[src/rtl/sdram_pkg.sv]
// Shared types and helpers for the SDRAM port arbiter.
package sdram_pkg;

    // Arbiter sequencing: grant, issue strobe, wait for busy rise, wait for busy fall.
    typedef enum logic [1:0] {IDLE, CMD, WAITH, WAITL} state_t;

    typedef enum logic {OP_RD, OP_WR} op_t;

    // Cycles the controller may take to raise busy after a strobe before it is an error.
    localparam int unsigned WaithLimit = 4;

    function automatic int unsigned addr_bits(input int unsigned bank_bits,
                                              input int unsigned row_bits,
                                              input int unsigned col_bits);
        return bank_bits + row_bits + col_bits;
    endfunction

endpackage

[src/rtl/rr_pick.sv]
// Round-robin picker: first set request at or after ptr, wrapping at N.
module rr_pick #(
    parameter int unsigned N = 4,
    localparam int unsigned IdxW = (N > 1) ? $clog2(N) : 1
) (
    input  logic [N-1:0]    req,
    input  logic [IdxW-1:0] ptr,
    output logic [N-1:0]    gnt,
    output logic [IdxW-1:0] idx,
    output logic            any
);

    int unsigned     k;
    logic [IdxW-1:0] k_idx;

    // Scan N positions starting at ptr; the first hit wins.
    always_comb begin
        gnt   = '0;
        idx   = '0;
        any   = 1'b0;
        k     = 0;
        k_idx = '0;
        for (int unsigned i = 0; i < N; i++) begin
            k = 32'(ptr) + i;
            if (k >= N) begin
                k = k - N;
            end
            k_idx = IdxW'(k);
            if (!any && req[k_idx]) begin
                any        = 1'b1;
                gnt[k_idx] = 1'b1;
                idx        = k_idx;
            end
        end
    end

endmodule

[src/rtl/sdram_port_arbiter.sv]
// N-client round-robin front end for the single-port SDRAM controller.
// One operation in flight at a time; read data returned on the shared p_dr bus.
// Optional build macro SDRAM_ARB_PRIO0_EN: port 0 gets fixed priority and
// round-robin covers ports 1..NPORTS-1 only.
module sdram_port_arbiter
    import sdram_pkg::*;
#(
    parameter int unsigned NPORTS   = 4,
    parameter int unsigned bankBits = 2,
    parameter int unsigned rowBits  = 13,
    parameter int unsigned colBits  = 9,
    parameter int unsigned dataBits = 16,
    localparam int unsigned addrBits = addr_bits(bankBits, rowBits, colBits),
    localparam int unsigned IdxW     = $clog2(NPORTS)
) (
    input  logic                             clk,
    input  logic                             rst,
    input  logic [NPORTS-1:0]                p_r,
    input  logic [NPORTS-1:0]                p_w,
    input  logic [NPORTS-1:0][addrBits-1:0]  p_addr,
    input  logic [NPORTS-1:0][dataBits-1:0]  p_dw,
    output logic [NPORTS-1:0]                p_ack,
    output logic [dataBits-1:0]              p_dr,
    output logic [NPORTS-1:0]                p_rv,
    output logic [addrBits-1:0]              addr,
    output logic                             r,
    output logic                             w,
    output logic [dataBits-1:0]              dw,
    input  logic [dataBits-1:0]              dr,
    input  logic                             busy
);

    state_t          state_q;
    op_t             op_q;
    logic [IdxW-1:0] rr_ptr_q;
    logic [IdxW-1:0] g_q;
    logic [2:0]      wait_cnt_q;

    logic [NPORTS-1:0] req;
    logic [NPORTS-1:0] pick_req;
    logic [NPORTS-1:0] pick_gnt;
    logic [IdxW-1:0]   pick_idx;
    logic              pick_any;
    logic [NPORTS-1:0] gnt_oh;
    logic [IdxW-1:0]   gnt_idx;
    logic              gnt_any;
    logic              grant_rd;
    logic [IdxW-1:0]   next_ptr;

    assign req = p_r | p_w;

`ifdef SDRAM_ARB_PRIO0_EN
    // Port 0 is handled outside the rotation.
    assign pick_req = {req[NPORTS-1:1], 1'b0};
`else
    assign pick_req = req;
`endif

    rr_pick #(
        .N (NPORTS)
    ) u_rr_pick (
        .req (pick_req),
        .ptr (rr_ptr_q),
        .gnt (pick_gnt),
        .idx (pick_idx),
        .any (pick_any)
    );

    // Final grant selection: fixed-priority override for port 0 when enabled.
    always_comb begin
        gnt_oh  = pick_gnt;
        gnt_idx = pick_idx;
        gnt_any = pick_any;
`ifdef SDRAM_ARB_PRIO0_EN
        if (req[0]) begin
            gnt_oh  = NPORTS'(1);
            gnt_idx = '0;
            gnt_any = 1'b1;
        end
`endif
    end

    // A port asking for both read and write gets the read first.
    assign grant_rd = |(gnt_oh & p_r);
    assign next_ptr = (g_q == IdxW'(NPORTS - 1)) ? '0 : g_q + 1'b1;

    // Arbitration FSM with registered controller and client outputs.
    always_ff @(posedge clk or posedge rst) begin
        if (rst) begin
            state_q    <= IDLE;
            op_q       <= OP_RD;
            rr_ptr_q   <= '0;
            g_q        <= '0;
            wait_cnt_q <= '0;
            p_ack      <= '0;
            p_rv       <= '0;
            p_dr       <= '0;
            addr       <= '0;
            r          <= 1'b0;
            w          <= 1'b0;
            dw         <= '0;
        end else begin
            p_ack <= '0;
            p_rv  <= '0;
            r     <= 1'b0;
            w     <= 1'b0;
            unique case (state_q)
                IDLE: begin
                    // The just-acked client still shows its request during the
                    // p_ack cycle, so no grant is made in that cycle.
                    if (!busy && gnt_any && (p_ack == '0)) begin
                        g_q     <= gnt_idx;
                        addr    <= p_addr[gnt_idx];
                        dw      <= p_dw[gnt_idx];
                        op_q    <= grant_rd ? OP_RD : OP_WR;
                        r       <= grant_rd;
                        w       <= !grant_rd;
                        state_q <= CMD;
                    end
                end
                CMD: begin
                    wait_cnt_q <= '0;
                    state_q    <= WAITH;
                end
                WAITH: begin
                    if (busy) begin
                        state_q <= WAITL;
                    end else if (wait_cnt_q != 3'b111) begin
                        wait_cnt_q <= wait_cnt_q + 3'd1;
                    end
                end
                WAITL: begin
                    if (!busy) begin
                        p_ack[g_q] <= 1'b1;
                        if (op_q == OP_RD) begin
                            p_rv[g_q] <= 1'b1;
                            p_dr      <= dr;
                        end
                        rr_ptr_q <= next_ptr;
                        state_q  <= IDLE;
                    end
                end
                default: state_q <= IDLE;
            endcase
        end
    end

`ifndef SYNTHESIS
    // Protocol checks on the controller and the granted client.
    always @(posedge clk) begin
        if (!rst) begin
            if (state_q == WAITH && !busy) begin
                assert (wait_cnt_q < 3'(WaithLimit - 1))
                else $error("sdram_port_arbiter: controller never raised busy");
            end
            if (state_q != IDLE) begin
                assert ((op_q == OP_RD) ? p_r[g_q] : p_w[g_q])
                else $error("sdram_port_arbiter: client dropped request before p_ack");
            end
        end
    end
`endif

endmodule

[config.mk]
export PLATFORM = sky130hd
export DESIGN_NAME = sdram_port_arbiter
export DESIGN_NICKNAME = d
export VERILOG_FILES = /design/src/rtl/sdram_pkg.sv /design/src/rtl/rr_pick.sv /design/src/rtl/sdram_port_arbiter.sv
export SDC_FILE = /design/constraint.sdc
export NUM_CORES = 1
export LEC_CHECK = 0
export ABC_AREA = 0
export BUFFER_PORTS_ARGS = -buffer_cell sky130_fd_sc_hd__buf_2
export CORE_UTILIZATION = 30
export DETAILED_ROUTE_END_ITERATION = 7
export PLACE_DENSITY = 0.67
export REMOVE_ABC_BUFFERS = 1
export SKIP_CTS_REPAIR_TIMING = 1
export SLEW_MARGIN = 25
export SYNTH_ARGS = -nofsm -noshare
export SYNTH_HDL_FRONTEND = slang
export SYNTH_HIERARCHICAL = 1
export SYNTH_SLANG_ARGS = --single-unit
[constraint.sdc]
create_clock -name clk -period 6.05 [get_ports clk]
set_clock_uncertainty 0.15 [all_clocks]
set_input_delay 1.21 -clock clk [delete_from_list [all_inputs] [get_ports clk]]
set_output_delay 1.21 -clock clk [all_outputs]
set_load 0.005 [all_outputs]
# Word level (Yosys, flattened, before mapping)
# Index checks and enable logic that the tools add are counted.
# classes
n_addsub	8
n_lt_le_gt_ge	15
eq_ne	7
muxes	53
bitwise_logic	7
reduce_logical	22
# op_table
operator	count
binary-select mux 24 bit (select 2 bit)	1
2-to-1 mux 4 bit	9
binary-select mux 16 bit (select 2 bit)	1
2-to-1 mux 2 bit	12
2-to-1 mux 24 bit	1
< comparator 2 x 3 -> 1 bit (second input constant)	6
2-to-1 mux 1 bit	18
2-to-1 mux 16 bit	1
OR 4 bit	4
demux 1 bit (select 2 bit)	5
greater-or-equal comparator 2 x 1 -> 1 bit (second input constant)	5
logical AND 1 bit	10
greater-or-equal comparator 3 bit (second input constant)	3
binary-select mux 1 bit (select 2 bit)	4
case mux 2 bit (4 select lines)	1
subtractor 2 x 1 -> 2 bit (second input constant)	4
adder 2 x 2 -> 3 bit (second input constant)	2
== test 2 bit (second input constant)	3
!= test 2 bit (second input constant)	3
AND reduction 3 bit	2
logical NOT 1 bit	5
bitwise AND 4 bit	1
logical NOT 4 bit	1
AND reduction 2 bit	2
7 further kinds	8
# word_totals
regBits	73
input_bits	187
output_inout_bits	66
elab_cells	123

# Logic depth before layout (Yosys ltp)
# logic_depth
word_depth	19
depth_mapped	12
depth_no_buf	9

# Modules after synthesis
# The synthesis kept the hierarchy.
# modules_own_cells
mod	instances	cells_each	area_each_um2	seq_area_each_um2
sdram_port_arbiter	1	235	3901.2	1826.8
rr_pick	1	45	421.7	0.0

# Least setup slack after synthesis
# Ideal clock, no wire load.
# synth_path
path_kind	input-to-reg
start	in p_w[2]
end	reg dw[6]
setup_time_ps	125
t_arrival_ps	3694
t_required_ps	5775
slack_ps	2081
stages	10
path_buffers	3
cell_sequence	or2_2 > mux4_2 > buf_6 > and2b_2 > o21ai_0 > o31ai_1 > buf_2 > buf_4 > mux4_2 > mux2_4
# synth_via
word_cells_on_any_way	28
classes_between	mux: 18; bitwise: 1; reduce/logical: 9
# synth_lines
element	line_no	source
from (decl)	sdram_port_arbiter.sv:19	input logic [NPORTS-1:0] p_w,
OR 4 bit (*)	sdram_port_arbiter.sv:50	assign req = p_r | p_w;
binary-select mux 1 bit (select 2 bit)	rr_pick.sv:29	if (!any && req[k_idx]) begin
2-to-1 mux 1 bit (implied by the code)	rr_pick.sv:29	
2-to-1 mux 1 bit	rr_pick.sv:29	
logical NOT 1 bit	rr_pick.sv:29	
logical AND 1 bit	rr_pick.sv:29	
2-to-1 mux 1 bit	rr_pick.sv:29	
logical NOT 1 bit	rr_pick.sv:29	
logical AND 1 bit	rr_pick.sv:29	
2-to-1 mux 1 bit	rr_pick.sv:29	
logical NOT 1 bit	rr_pick.sv:29	
logical AND 1 bit	rr_pick.sv:29	
2-to-1 mux 2 bit (*)	rr_pick.sv:29	
via gnt_idx[0]	sdram_port_arbiter.sv:45	logic [IdxW-1:0] gnt_idx;
binary-select mux 16 bit (select 2 bit) (*)	sdram_port_arbiter.sv:114	dw <= p_dw[gnt_idx];
2-to-1 mux 16 bit (implied by the code) (*)	sdram_port_arbiter.sv:114	
to (signal assigned)	sdram_port_arbiter.sv:114	
to (decl)	sdram_port_arbiter.sv:28	output logic [dataBits-1:0] dw,
# Mark *: on every way through the listed nets, which the timed path passes. The rest lies on a longest branch. The select of a mux whose other input is x is not followed.
# A chain may end at the register's enable or synchronous reset.

# Worst setup path after layout
# layout_path
start	in p_r[3]
end	reg addr[16]
# layout_via
word_cells_on_any_way	28
classes_between	mux: 18; bitwise: 1; reduce/logical: 9
# layout_lines
element	line_no	source
from (decl)	sdram_port_arbiter.sv:18	input logic [NPORTS-1:0] p_r,
OR 4 bit (*)	sdram_port_arbiter.sv:50	
via pick_req[3]	sdram_port_arbiter.sv:40	logic [NPORTS-1:0] pick_req;
binary-select mux 1 bit (select 2 bit)	rr_pick.sv:29	
2-to-1 mux 1 bit (implied by the code)	rr_pick.sv:29	
2-to-1 mux 1 bit	rr_pick.sv:29	
logical NOT 1 bit	rr_pick.sv:29	
logical AND 1 bit	rr_pick.sv:29	
2-to-1 mux 1 bit	rr_pick.sv:29	
logical NOT 1 bit	rr_pick.sv:29	
logical AND 1 bit	rr_pick.sv:29	
2-to-1 mux 1 bit	rr_pick.sv:29	
logical NOT 1 bit	rr_pick.sv:29	
logical AND 1 bit	rr_pick.sv:29	
2-to-1 mux 2 bit (*)	rr_pick.sv:29	
via gnt_idx[1]	sdram_port_arbiter.sv:45	
binary-select mux 24 bit (select 2 bit) (*)	sdram_port_arbiter.sv:113	addr <= p_addr[gnt_idx];
2-to-1 mux 24 bit (implied by the code) (*)	sdram_port_arbiter.sv:113	
to (signal assigned)	sdram_port_arbiter.sv:113	
to (decl)	sdram_port_arbiter.sv:25	output logic [addrBits-1:0] addr,
# Marks and branches as above.

==> flow_summary.toml <==
[status]
outcome = "complete, no violations"

[synthesis]
yosys.area_share.adder = 0.03763
synth_top_family_by_area = "multiplexers"
synth_seq_area_share = 0.4226
synth_most_common_cell = "dfrtp_1"
synthSimpleGateAreaFrac = 0.05557
synthMuxAreaShare = 0.4078
ys_ff_latch = 73
synth_async_sr_flop_share = 1.000
synth_common_cells = "dfrtp_1, mux2_2, mux4_2, ha_1, mux2_4"
synthFlopType = "dfrtp_1"
syn_area_per_cell_um2 = 15.44
synth_top_cell_by_area = "dfrtp_1"
synth_xor_area_frac = 0
synth_edf_count = 0
synth.cell_area_um2 = 4323
synth_cells = 280
synth_top_area_share = 0.4226
synth_area_leaders = "dfrtp_1, mux4_2, mux2_2"
synth-compound-area-share = 0.03618
ys_types = 33
yosys_warnings = 6

[worst_setup_path]
critPathSlowestCell = "a32o_2"
reg2reg_depth = 9
path_max_fanout = 25
path_depth = 8
crit_arrival_ns = 4.38
cp-startpoint = "p_r[3]"
start_kind = "input pin"
rr_endpoint = "addr[16]"
critical_path.endpoint = "addr[16]"
end_kind = "register"
rr_startpoint = "rr_ptr_q[0]"
crit_buf_inv = 2
slowest_delay_ns = 0.75
reg2reg_slack_ns = 1.94
crit_path_cell_trace = "buf_2 -> or2_2 -> mux4_2 -> nor3_1 -> a32o_2 -> buf_4 -> mux4_2 -> mux2_2"
criticalPathCategory = "in2reg"
worst_ep_required_time_ns = 6.13
path_common_cell = "mux4_2"
critPathTopFamily = "multiplexers"

[hold_path]
worstHoldStart = "p_dr[5]"
hold_path_class = "reg2reg"

[placement]
io_buffer_count = 252
hpwl_um = 9549
gp_congestion = 0.8165
dp_cells = 698
dp_slack_ns = 1.382

[cts]
clock-sinks = 73
clock_path_buffers = 2
clk_latency_ns = 0.33
cts_root_buf = "clkbuf_16"
clkTransAtPathRegs_ns = 0.07
cts_buffers = 9
cts_tree = "done"
htree_levels = 3

[timing]
fmax_mhz = 232.1
grt_setup_unrepaired = "false"
hold_slack_ns = 0.3494
period_needed_ns = 4.308
slew_violations = 0
fin_ws_ns = 1.742
max_slew.worst_pin.slew_ns = 0.7918
timing.final.crit_share = 0.7121
hold_viol_final = 0
slew_headroom = 0.4722
setup_viol = 0

[pwr]
power_density_nw_per_um2 = 517.8
p_leak_nw = 2.965
ir_worst_vdd_mv = 0.1845

[die]
pin_count = 253
die_w_um = 122.0
fp-row-count = 43
core_um2 = 13990
initial_core_util = 0.3090
die_h_um = 122.0
dieArea_um2 = 14890

[drt]
drcViolationCount = 0
totalWireLength_um = 12240
drt_iter0_drc = 134
antenna_left = 0
drt-wirelength-per-cell_um = 17.14
vias = 3542
via_per_inst = 4.961
drt-pass1-iter-count = 4

[global_routing]
grt_max_degree = 74
grt.total_usage = 0.1660
antenna_found_initial = 0
grt_pass1_vias = 3719
grt_overflow = 0
grt_pass1_wl_um = 18570

[cells_and_area]
syn_to_final_growth_pct = 40.03
final_nets = 729
fillerInstances = 1355
fin_cells = 714
layout-drive-gt1-share = 0.7247
num_antenna_cells = 0

[flow_run]
cap_violations = 0
## cell type report
type / count / area, um^2 / share of cell area
multi-input cells: 179 / 2337 / 0.3861
flip-flops and latches: 73 / 1827 / 0.3018
repair buffers: 257 / 1303 / 0.2152
clock buffers: 9 / 225.2 / 0.03721
well taps: 180 / 225.2 / 0.03721
clock inverters: 7 / 101.3 / 0.01674
inverters: 9 / 35.03 / 0.005788
## layer usage
layer  global-route usage  share of wire  vias to the layer above  wire length [um]
li1                     -              -                     1581                 -
met1               0.1931           0.39                     1786              4735
met2               0.2832           0.52                      156              6416
met3              0.04260          0.070                       19               851
met4              0.08025          0.019                        0               234
met5                    0              0                        -                 0
## per-stage QoR
step,setup TNS [ns],instance area [um^2],util,power (mW)
after floorplan,-112.54,4183,-,2.065
after global placement,0,5723,0.4091,2.502
after detailed placement,0,5723,0.4091,2.576
after CTS,0,6050,0.4325,3.182
after global routing,0,6053,0.4327,3.346
final,0,6053,0.4327,3.135
## worst min path at each step
stage                     slack, ns  cells after the start       to
after global routing           0.36                      1  p_dr[3]
final                          0.35                      1  p_dr[5]
after floorplan                0.33                      1     op_q
after detailed placement       0.34                      1   dw[14]
after global placement         0.33                      1   dw[10]
after CTS                      0.35                      1   dw[14]
## cells in the final DEF, fill, tap and decap left out
cell type / Yosys / routed
clkinvlp_4: 0 / 2
clkinv_2: 0 / 1
o31ai_1: 2 / 1
buf_2: 4 / 252
nand2_1: 4 / 4
nor4b_4: 2 / 2
nor3_1: 1 / 1
inv_1: 9 / 8
nand3_4: 1 / 1
buf_6: 7 / 1
a22oi_1: 8 / 8
mux4_1: 2 / 2
or2_2: 4 / 4
bufinv_16: 0 / 2
mux2_4: 10 / 10
a221oi_1: 1 / 1
mux2_2: 51 / 51
ha_1: 13 / 13
nand2b_1: 3 / 3
nor2_1: 7 / 7
and2_1: 8 / 8
and2b_1: 1 / 1
mux2i_1: 4 / 4
o221ai_1: 1 / 1
a32o_2: 0 / 1
clkbuf_16: 0 / 9
and2b_2: 1 / 1
inv_6: 0 / 3
nor4_1: 1 / 1
mux4_2: 42 / 42
o211ai_1: 2 / 2
dfrtp_1: 73 / 73
buf_4: 3 / 4
o31ai_4: 0 / 1
o21ai_0: 6 / 6
nor2b_1: 2 / 2
a22o_1: 1 / 1
## kinds of logic (layout without fill, tap and decap cells)
logic type               after synthesis  after routing
multiplexers                         109            109
flip-flops                            73             73
AND/OR/NAND/NOR                       35             35
buffers and inverters                 28            282
AO/OA/AOI/OAI                         22             22
adder cells (fa/ha/maj)               13             13
## flip-flops by register name (all words and copies together) (netlist names)
signal and cells:
addr 24, dw 16, g_q 2, op_q 1
p_ack 4, p_dr 16, p_rv 4, r 1
rr_ptr_q 2, state_q 2, w 1
## report_power, final
part,internal [mW],switching (mW)
Clock,0.365,0.224
Combinational,0.964,0.715
Sequential,0.717,0.148
Note: power is estimated with default switching activity, not from simulation.
